===== src/rtl/mvm_pkg.sv =====
// mvm_pkg: shared widths, types and saturating helpers for the MVM dot-product unit
package mvm_pkg;
  localparam int N_DEF = 8;
  localparam int S_DEF = 4;
  typedef logic [N_DEF-1:0] elem_t;
  typedef logic [2*N_DEF-1:0] prod_t;
  localparam elem_t N_MAX = '1;
  function automatic elem_t sat_prod(input prod_t p);
    return |p[2*N_DEF-1:N_DEF] ? N_MAX : p[N_DEF-1:0];
  endfunction
  function automatic elem_t sat_addN(input elem_t a, input elem_t b);
    logic [N_DEF:0] s;
    s = {1'b0, a} + {1'b0, b};
    return s[N_DEF] ? N_MAX : s[N_DEF-1:0];
  endfunction
endpackage


===== src/rtl/mvm_sat_mul.sv =====
// mvm_sat_mul: one unsigned multiply clamped to the element width
module mvm_sat_mul #(
  parameter int N = mvm_pkg::N_DEF
) (
  input  logic [N-1:0] a,
  input  logic [N-1:0] b,
  output logic [N-1:0] m
);
  logic [2*N-1:0] p;
  assign p = a * b;
  assign m = |p[2*N-1:N] ? '1 : p[N-1:0];
endmodule


===== src/rtl/mvm_normal_mul_unit.sv =====
// mvm_normal_mul_unit: registered inputs feeding a one-cycle saturating dot product
module mvm_normal_mul_unit
  import mvm_pkg::*;
#(
  parameter int N = N_DEF,
  parameter int S = S_DEF
) (
  input  logic         CLOCK_50,
  input  logic         reset,
  input  logic [S*N-1:0] w,
  input  logic [S*N-1:0] u,
  output logic [N-1:0] v
);
  logic [S*N-1:0] w_q, u_q, w_d, u_d;
  logic [N-1:0] m [S];
  logic [N-1:0] acc [S];
  assign w_d = reset ? '0 : w;
  assign u_d = reset ? '0 : u;
  // capture both vectors every edge; reset clears them so v reads zero
  always_ff @(posedge CLOCK_50) begin
    w_q <= w_d;
    u_q <= u_d;
  end
  assign acc[0] = m[0];
  for (genvar i = 0; i < S; i++) begin : g_lane
    mvm_sat_mul #(.N(N)) u_mul (
      .a(w_q[i*N +: N]),
      .b(u_q[i*N +: N]),
      .m(m[i])
    );
    if (i > 0) begin : g_add
      logic [N:0] sum;
      assign sum = {1'b0, acc[i-1]} + {1'b0, m[i]};
      assign acc[i] = sum[N] ? '1 : sum[N-1:0];
    end
  end
  assign v = acc[S-1];
endmodule


===== config.mk =====
export PLATFORM = sky130hd
export DESIGN_NAME = mvm_normal_mul_unit
export DESIGN_NICKNAME = d
export VERILOG_FILES = /design/src/rtl/mvm_pkg.sv /design/src/rtl/mvm_sat_mul.sv /design/src/rtl/mvm_normal_mul_unit.sv
export SDC_FILE = /design/constraint.sdc
export NUM_CORES = 1
export LEC_CHECK = 0
export CAP_MARGIN = 10
export CORE_UTILIZATION = 35
export DETAILED_ROUTE_END_ITERATION = 10
export GPL_TIMING_DRIVEN = 0
export PLACE_DENSITY = 0.52
export SYNTH_ARGS = -nofsm -noshare
export SYNTH_HDL_FRONTEND = slang
export SYNTH_SLANG_ARGS = --single-unit

===== constraint.sdc =====
create_clock -name CLOCK_50 -period 30.9 [get_ports CLOCK_50]
set_input_delay 3.09 -clock CLOCK_50 [delete_from_list [all_inputs] [get_ports CLOCK_50]]
set_output_delay 3.09 -clock CLOCK_50 [all_outputs]
set_load 0.1 [all_outputs]

==> results of run 1 <==
[how the worst max path moves through the flow]
stage,depth (start not counted),endpoint,start
after floorplan,43,v[2],w_q[5]
after global placement,44,v[3],w_q[5]
after detailed placement,44,v[6],w_q[5]
final,44,v[6],w_q[5]
after global routing,44,v[6],w_q[4]
after CTS,44,v[6],w_q[5]
[critical path: cells and delay by family, from the launching register on]
kind | cells | cell delay [ps]
AND/OR/NAND/NOR | 8 | 1030
adder cells (fa/ha/maj) | 11 | 4400
buffers and inverters | 5 | 1210
AO/OA/AOI/OAI | 20 | 5470
flip-flops | 1 | 400
[layer usage]
layer,vias up,share of wire,routed length (um)
met4,0,0.010,250
met5,-,0,0
met3,12,0.022,550
met2,94,0.50,12400
met1,4305,0.47,11500
li1,4369,-,-
[per-stage QoR]
step | setup slack, ps | instance area, um2 | utilization | hold slack [ps] | power [mW]
2_1_floorplan | 17010 | 11500 | - | 3220 | 0.237
3_3_place_gp | 15450 | 12700 | 0.399 | 3650 | 0.284
3_5_place_dp | 15250 | 12700 | 0.399 | 3650 | 0.287
4_1_cts | 14850 | 13000 | 0.408 | 3270 | 0.391
5_1_grt | 13830 | 13000 | 0.408 | 3280 | 0.421
6_report | 14930 | 13000 | 0.408 | 3290 | 0.384
[power groups by stage]
stage | sequential, mW | combinational, mW | clock [mW]
2_1_floorplan | 0.0937 | 0.143 | 0
3_3_place_gp | 0.0995 | 0.185 | 0
3_5_place_dp | 0.0996 | 0.187 | 0
4_1_cts | 0.0978 | 0.188 | 0.105
6_report | 0.0976 | 0.185 | 0.102
5_1_grt | 0.0989 | 0.212 | 0.109
[cells by family (layout without fill, tap and decap cells)]
kind of cell    Yosys count  count (layout)
flops                    64              64
compound gates          156             156
xor+xnor                 38              38
fa+ha+maj               315             315
mux                       9               9
buf+inv                 203             290
simple gates            509             509
[state kept, by name (all words and copies together) (netlist names)]
name,count
u_q,32
w_q,32
[layout by cell type (no fill, tap or decap), types with 11 or more instances in the layout]
master	count
o21ai_0	17
nand4_1	11
nor2b_1	74
clkdlybuf4s50_1	72
xor2_1	21
xnor2_1	15
nor3_1	11
a21oi_1	39
inv_1	190
a21o_1	19
ha_1	168
nand2b_1	13
and2_1	184
fa_1	147
nand2_1	122
nor2_1	42
nand3_1	18
clkbuf_1	12
dfxtp_1	64
[layout make-up]
| class | count | area [um2] | share of cell area |
|---|---|---|---|
| Multi-Input combinational cell | 1027 | 9410 | 0.724 |
| Clock buffer | 9 | 225 | 0.0173 |
| Inverter | 191 | 717 | 0.0551 |
| Buffer | 12 | 45.0 | 0.00346 |
| Sequential cell | 64 | 1280 | 0.0985 |
| Clock inverter | 6 | 61.3 | 0.00471 |
| Tap cell | 435 | 544 | 0.0419 |
| Timing Repair Buffer | 72 | 721 | 0.0554 |
==> flow_metrics.py, run 1 <==
metrics = {
    "drt": {
        "drt-initial-drc-count": 390,
        "drcViolationCount": 0,
        "wl_per_cell_um": 13.6,
        "dr_total_vias": 8780,
        "routed_wl_um": 24700,
        "drtAntennaViolNets": 0,
        "drtPass1Iterations": 5,
        "routed_via_density": 4.83,
    },
    "cts": {
        "h-tree-depth": 3,
        "cts-buffers-inserted": 9,
        "ctsHoldBuffers": 0,
        "postCtsSetupBuffers": 0,
        "cts_tree": "built",
        "cts.clk_slew.worst_paths_ps": 60,
        "cts_buffer_depth": 2,
        "clkSinkCount": 64,
        "cts_resized": 0,
        "cts_root_buf": "clkbuf_16",
    },
    "floorplanning": {
        "ios": 74,
        "die_h_um": 183,
        "die_area_um2": 33500,
        "coreArea_um2": 31900,
        "row_count": 65,
        "start_util": 0.359,
        "dieWidth_um": 183,
    },
    "worst_setup_path": {
        "cpMostUsedCell": "fa_1",
        "crit_path_start_kind": "flop",
        "path_max_fanout": 8,
        "worstSetupPathType": "reg2out",
        "crit_required_ps": 27810,
        "arrival_ps": 12880,
        "end_kind": "primary output",
        "critPathSlowestCell": "clkdlybuf4s50_1",
        "cpPeakStageDelay_ps": 1000,
    },
    "logic_synthesis": {
        "synth_nets": 1675,
        "ys_types": 69,
        "post-synth-top-count-cell": "inv_1",
        "synth_mux_area_frac": 0.00808,
        "synth_top_family_by_area": "adder cells",
        "synth_xor_area_frac": 0.0314,
        "syn_area_per_cell_um2": 8.85,
        "synth_edf_count": 0,
        "netlist.area_leader.share": 0.257,
        "synthSimpleGateAreaFrac": 0.244,
        "yosysTopAreaCell": "fa_1",
        "synthTopCellsByArea": "fa_1 26%, ha_1 18%, dfxtp_1 11%, and2_1 10%, inv_1 6.2%",
        "synthesis.instances": 1294,
        "yosys.area_share.adder": 0.440,
        "yosysWarnings": 0,
        "synthArstFlopShare": 0,
        "synth_common_cells": "190 x inv_1, 184 x and2_1, 168 x ha_1, 147 x fa_1, 122 x nand2_1",
        "ys_ff_latch": 64,
        "synth-main-ff-cell": "dfxtp_1",
        "synth_compound_area_frac": 0.0973,
        "synth-seq-area-share": 0.112,
        "syn_area_um2": 11500,
    },
    "sta": {
        "finalHoldViolCount": 0,
        "slew_headroom": 0.348,
        "maxSlewViolCount": 0,
        "setup_viol": 0,
        "min_period_ps": 15970,
        "fin_setup_tns_ps": 0,
        "worst_pin_slew_ps": 975,
        "max_freq_mhz": 62.6,
        "rsz0062_at_grt": "false",
        "period_share": 0.517,
    },
    "min_path": {
        "hold_start": "u[10]",
        "worstHoldPathType": "in2reg",
        "hold_path_end": "u_q[10]",
        "holdPathStages": 2,
    },
    "power": {
        "ir_drop_uv": 31.8,
        "combPwrFrac": 0.481,
        "leakagePower_nw": 6.18,
        "internal-power_uw": 230,
        "power_frac_seq": 0.254,
        "switching_share": 0.400,
        "netSwitchingPower_uw": 154,
        "powerDensity_nw_per_um2": 29.5,
        "clock_power_share": 0.265,
    },
    "status": {
        "status": "completed",
    },
    "place": {
        "placed_cells": 1801,
        "gp_congestion": 0.798,
        "io_buffers": 72,
        "hpwlAfterDp_um": 20800,
    },
    "global_route": {
        "grt.overflow.total": 0,
        "first_global_vias": 9246,
        "grt_pass1_wl_um": 43500,
        "gr-usage-met2": 0.289,
        "grt_use_total": 0.161,
        "grt-busiest-layer": "met2",
        "use_met3": 0.0185,
        "met1_usage": 0.206,
        "grt_max_degree": 12,
        "antenna_found_initial": 0,
    },
    "layout": {
        "num-nets-final": 1758,
        "drive_gt1_frac": 0.0268,
        "finalNonFillerCells": 1816,
        "n_antenna_cell": 0,
        "syn2layout_area_growth_pct": 13.5,
        "fillCellCount": 3298,
    },
    "job": {
        "drv_cap": 0,
    },
}
Note: power is estimated with default switching activity, not from simulation.
==> run 2: changes to the inputs <==
PLACE_DENSITY = 0.54   (was 0.52)
clock period = 14.6 ns   (was 30.9 ns; I/O delays follow)
==> flow_metrics.py, run 2 (synthesized netlist as in run 1, its figures left out) <==
metrics = {
    "sta": {
        "maxSlewViolCount": 0,
        "period_share": 0.941,
        "max_freq_mhz": 72.8,
        "worst_pin_slew_ps": 975,
        "setup_viol": 0,
        "slew_headroom": 0.349,
        "finalHoldViolCount": 0,
        "fin_setup_tns_ps": 0,
        "hold_ws_ps": 1660,
        "min_period_ps": 13730,
        "rsz0062_at_grt": "false",
    },
    "worst_setup_path": {
        "cpMostUsedCell": "fa_1",
        "end_kind": "primary output",
        "worstSetupPathType": "reg2out",
        "path_max_fanout": 8,
        "crit_required_ps": 13140,
        "crit_path_start_kind": "flop",
        "critPathSlowestCell": "clkdlybuf4s50_1",
        "cpPeakStageDelay_ps": 1130,
        "arrival_ps": 12270,
    },
    "global_route": {
        "first_global_vias": 9245,
        "grt.overflow.total": 0,
        "grt_max_degree": 13,
        "grt_pass1_wl_um": 43800,
        "antenna_found_initial": 0,
        "grt_use_total": 0.161,
    },
    "drt": {
        "drtPass1Iterations": 5,
        "routed_via_density": 4.83,
        "drt-initial-drc-count": 405,
        "dr_total_vias": 8772,
        "routed_wl_um": 24800,
        "drtAntennaViolNets": 0,
        "wl_per_cell_um": 13.7,
        "drcViolationCount": 0,
    },
    "cts": {
        "postCtsSetupBuffers": 0,
        "cts_tree": "built",
        "cts_resized": 0,
        "cts_root_buf": "clkbuf_16",
        "cts-buffers-inserted": 9,
        "ctsHoldBuffers": 0,
        "h-tree-depth": 3,
        "clkSinkCount": 64,
        "cts_buffer_depth": 2,
        "cts.clk_slew.worst_paths_ps": 60,
    },
    "power": {
        "netSwitchingPower_uw": 333,
        "internal-power_uw": 526,
        "powerDensity_nw_per_um2": 65.7,
        "power_frac_seq": 0.240,
        "ir_drop_uv": 61.2,
        "combPwrFrac": 0.458,
        "leakagePower_nw": 6.20,
        "switching_share": 0.387,
        "clock_power_share": 0.302,
    },
    "floorplanning": {
        "row_count": 65,
        "die_h_um": 183,
        "die_area_um2": 33500,
        "dieWidth_um": 183,
        "coreArea_um2": 31900,
        "start_util": 0.359,
        "ios": 74,
    },
    "layout": {
        "drive_gt1_frac": 0.0275,
        "n_antenna_cell": 0,
        "num-nets-final": 1758,
        "top_regs": "u_q (32), w_q (32)",
        "final_common_cell": "inv_1",
        "fillCellCount": 3267,
        "layout_common_cells": "190 x inv_1, 184 x and2_1, 168 x ha_1, 147 x fa_1, 122 x nand2_1",
        "syn2layout_area_growth_pct": 14.2,
    },
    "place": {
        "io_buffers": 72,
        "hpwlAfterDp_um": 20800,
        "gp_congestion": 0.798,
    },
    "job": {
        "drv_cap": 0,
    },
    "status": {
        "status": "completed",
    },
    "min_path": {
        "worstHoldPathType": "in2reg",
    },
}
[run 2: path summary, 6_finish.rpt]
path | from | to | slack [ps] | depth (start not counted)
max | w_q[5] | v[7] | 870 | 43
min | u[17] | u_q[17] | 1660 | 2
[run 2: critical path: cells and delay by family, from the launching register on]
kind / cells / cell delay (ps)
compound gates: 18 / 4570
simple gates: 9 / 1410
buf+inv: 5 / 1330
mux: 1 / 110
flops: 1 / 390
fa+ha+maj: 10 / 4110
[run 2: cell type report]
type                            instances  area [um2]  share of cell area
Buffer                                 12        45.0             0.00344
Clock buffer                           10         229              0.0175
Clock inverter                          6         115             0.00880
Inverter                              191         717              0.0548
Multi-Input combinational cell       1027        9420               0.720
Sequential cell                        64        1280              0.0979
Tap cell                              435         544              0.0416
Timing Repair Buffer                   72         738              0.0564
[run 2: metal layers]
layer	global-route usage	vias to the layer above	wire, um
met4	0.0377	0	245
met5	0	-	0
met2	0.292	84	12500
met3	0.0141	9	428
met1	0.207	4310	11600
li1	-	4369	-
[run 2: per-stage QoR]
step	util	total power, mW	area, um2	worst slack (ps)	std cells
6_report	0.410	0.859	13100	869	1817
5_1_grt	0.410	0.931	13100	91.4	1817
4_1_cts	0.410	0.873	13100	266	1817
3_5_place_dp	0.399	0.608	12700	676	1801
3_3_place_gp	0.399	0.602	12700	914	1801
2_1_floorplan	-	0.501	11500	2340	1294
[run 2: power by group through the flow]
stage | clock network (mW) | registers [mW] | logic [mW]
floorplan | 0 | 0.198 | 0.303
global placement | 0 | 0.211 | 0.391
detailed placement | 0 | 0.211 | 0.397
CTS | 0.267 | 0.207 | 0.400
global route | 0.273 | 0.209 | 0.448
finish | 0.259 | 0.206 | 0.394
==> run 3: changes to the inputs <==
ABC_AREA = 1   (was not set)
CORE_MARGIN = 1   (was not set)
PLACE_DENSITY = 0.53   (was 0.54)
SKIP_CTS_REPAIR_TIMING = 1   (was not set)
==> flow_metrics.py, run 3 <==
metrics = {
    "logic_synthesis": {
        "synth_nets": 2310,
        "synth-seq-area-share": 0.101,
        "ys_types": 29,
        "yosysTopAreaCell": "fa_1",
        "synth-main-ff-cell": "dfxtp_1",
        "synth_common_cells": "570 x inv_1, 549 x nand2_1, 168 x ha_1, 147 x fa_1, 110 x nor2_1",
        "syn_area_um2": 12700,
        "synthTopCellsByArea": "fa_1 23%, inv_1 17%, ha_1 16%, nand2_1 16%, dfxtp_1 10%",
        "syn_area_per_cell_um2": 6.61,
        "post-synth-top-count-cell": "inv_1",
        "synth_edf_count": 0,
        "yosysWarnings": 0,
        "synthArstFlopShare": 0,
        "synthesis.instances": 1929,
        "ys_ff_latch": 64,
        "netlist.area_leader.share": 0.231,
    },
    "worst_setup_path": {
        "crit_path_start_kind": "flop",
        "worstSetupPathType": "reg2out",
        "critPathBufInv": 8,
        "cpMostUsedCell": "nand2_1",
        "crit_family": "adder cells",
        "cpPeakStageDelay_ps": 1010,
        "path_max_fanout": 8,
        "crit_required_ps": 13140,
        "critPathSlowestCell": "clkdlybuf4s50_1",
        "arrival_ps": 10430,
        "end_kind": "primary output",
    },
    "cts": {
        "h-tree-depth": 3,
        "cts_tree": "built",
        "cts_root_buf": "clkbuf_16",
        "cts-buffers-inserted": 9,
        "clkSinkCount": 64,
        "cts.clk_slew.worst_paths_ps": 60,
        "cts_buffer_depth": 2,
    },
    "status": {
        "status": "finished with violations",
        "violations": "DRC",
    },
    "place": {
        "hpwlAfterDp_um": 24000,
        "gp_congestion": 0.861,
        "io_buffers": 72,
    },
    "floorplanning": {
        "die_area_um2": 37200,
        "coreArea_um2": 35700,
        "dieWidth_um": 193,
        "start_util": 0.357,
        "ios": 74,
        "row_count": 69,
        "die_h_um": 193,
    },
    "sta": {
        "rsz0062_at_grt": "false",
        "max_freq_mhz": 84.1,
        "fin_setup_tns_ps": 0,
        "setup_viol": 0,
        "slew_headroom": 0.351,
        "period_share": 0.814,
        "maxSlewViolCount": 0,
        "finalHoldViolCount": 0,
        "worst_pin_slew_ps": 970,
        "min_period_ps": 11890,
    },
    "layout": {
        "n_antenna_cell": 0,
        "final_common_cell": "inv_1",
        "fillCellCount": 3835,
        "drive_gt1_frac": 0.0233,
        "top_regs": "u_q (32), w_q (32)",
        "fin_util": 0.402,
        "syn2layout_area_growth_pct": 12.5,
        "num-nets-final": 2393,
        "layout_common_cells": "570 x inv_1, 549 x nand2_1, 168 x ha_1, 147 x fa_1, 110 x nor2_1",
    },
    "drt": {
        "drt-initial-drc-count": 418,
        "drtAntennaViolNets": 0,
        "wl_per_cell_um": 11.1,
        "drcViolationCount": 6,
        "routed_via_density": 4.43,
        "drtPass1Iterations": 8,
        "dr_total_vias": 11000,
        "routed_wl_um": 27500,
    },
    "global_route": {
        "grt.overflow.total": 0,
        "grt_pass1_wl_um": 49500,
        "antenna_found_initial": 0,
        "grt_use_total": 0.162,
        "grt_max_degree": 12,
        "first_global_vias": 11000,
    },
    "power": {
        "powerDensity_nw_per_um2": 65.0,
        "ir_drop_uv": 49.1,
        "leakagePower_nw": 8.98,
        "total_power_uw": 933,
    },
    "min_path": {
        "worstHoldPathType": "in2reg",
    },
    "job": {
        "drv_cap": 0,
    },
}
==> run 3: cell count changes after synthesis, moves of 13 or more <==
cell / change
nor2b_1: -74
nand2_1: +427
inv_1: +380
nand3_1: +61
nand4_1: +28
nand2b_1: -13
and2_1: -184
a21o_1: -19
nor2_1: +68
clkbuf_1: +55
==> run 3: worst paths after layout <==
| check | from | to | depth (start not counted) |
|---|---|---|---|
| min | reset | w_q[3] | 2 |
| max | w_q[5] | v[2] | 41 |
==> run 3: routing by layer <==
layer / vias to the layer above / part of all wire / global-route usage
met5: - / 0 / 0
met4: 0 / 0.013 / 0.0382
met3: 11 / 0.019 / 0.00982
met2: 101 / 0.50 / 0.291
met1: 5102 / 0.47 / 0.211
li1: 5756 / - / -
==> run 3: cells by family (layout without fill, tap and decap cells) <==
logic type	count (synthesis)	in the layout	synth area share
buffers and inverters	645	733	0.190
DFF	64	64	0.101
adders and majority gates	315	315	0.396
xor gates and xnor gates	27	27	0.0186
and+or+nand+nor	816	816	0.267
AOI/OAI and AO/OA	62	62	0.0273
==> run 3: area by class of cell <==
type	count	area (um2)	share of cell area
plain buffers	72	277	0.0193
clock buffers	11	243	0.0169
clock inverters	5	56.3	0.00393
inverters	573	2150	0.150
multi-input cells	1220	9030	0.630
flip-flops and latches	64	1280	0.0894
well taps	461	577	0.0402
repair buffers	72	721	0.0503
==> run 3: report_power, final <==
part           switching [mW]  leakage [nW]  internal [mW]  total, mW
Sequential            0.00199         0.533          0.184      0.186
Clock                  0.0792         0.145          0.136      0.215
Combinational           0.336          8.30          0.195      0.531
Total                   0.417          8.98          0.515      0.933
==> run 3: through the flow <==
| step | setup slack, ps | instance area, um2 | hold WS [ps] | std cells |
|---|---|---|---|---|
| after floorplan | 3790 | 12700 | 1570 | 1929 |
| after global placement | 3100 | 14000 | 1960 | 2462 |
| after detailed placement | 3090 | 14000 | 1970 | 2462 |
| after CTS | 2690 | 14300 | 1610 | 2478 |
| after global routing | 1880 | 14300 | 1630 | 2478 |
| final | 2710 | 14300 | 1600 | 2478 |
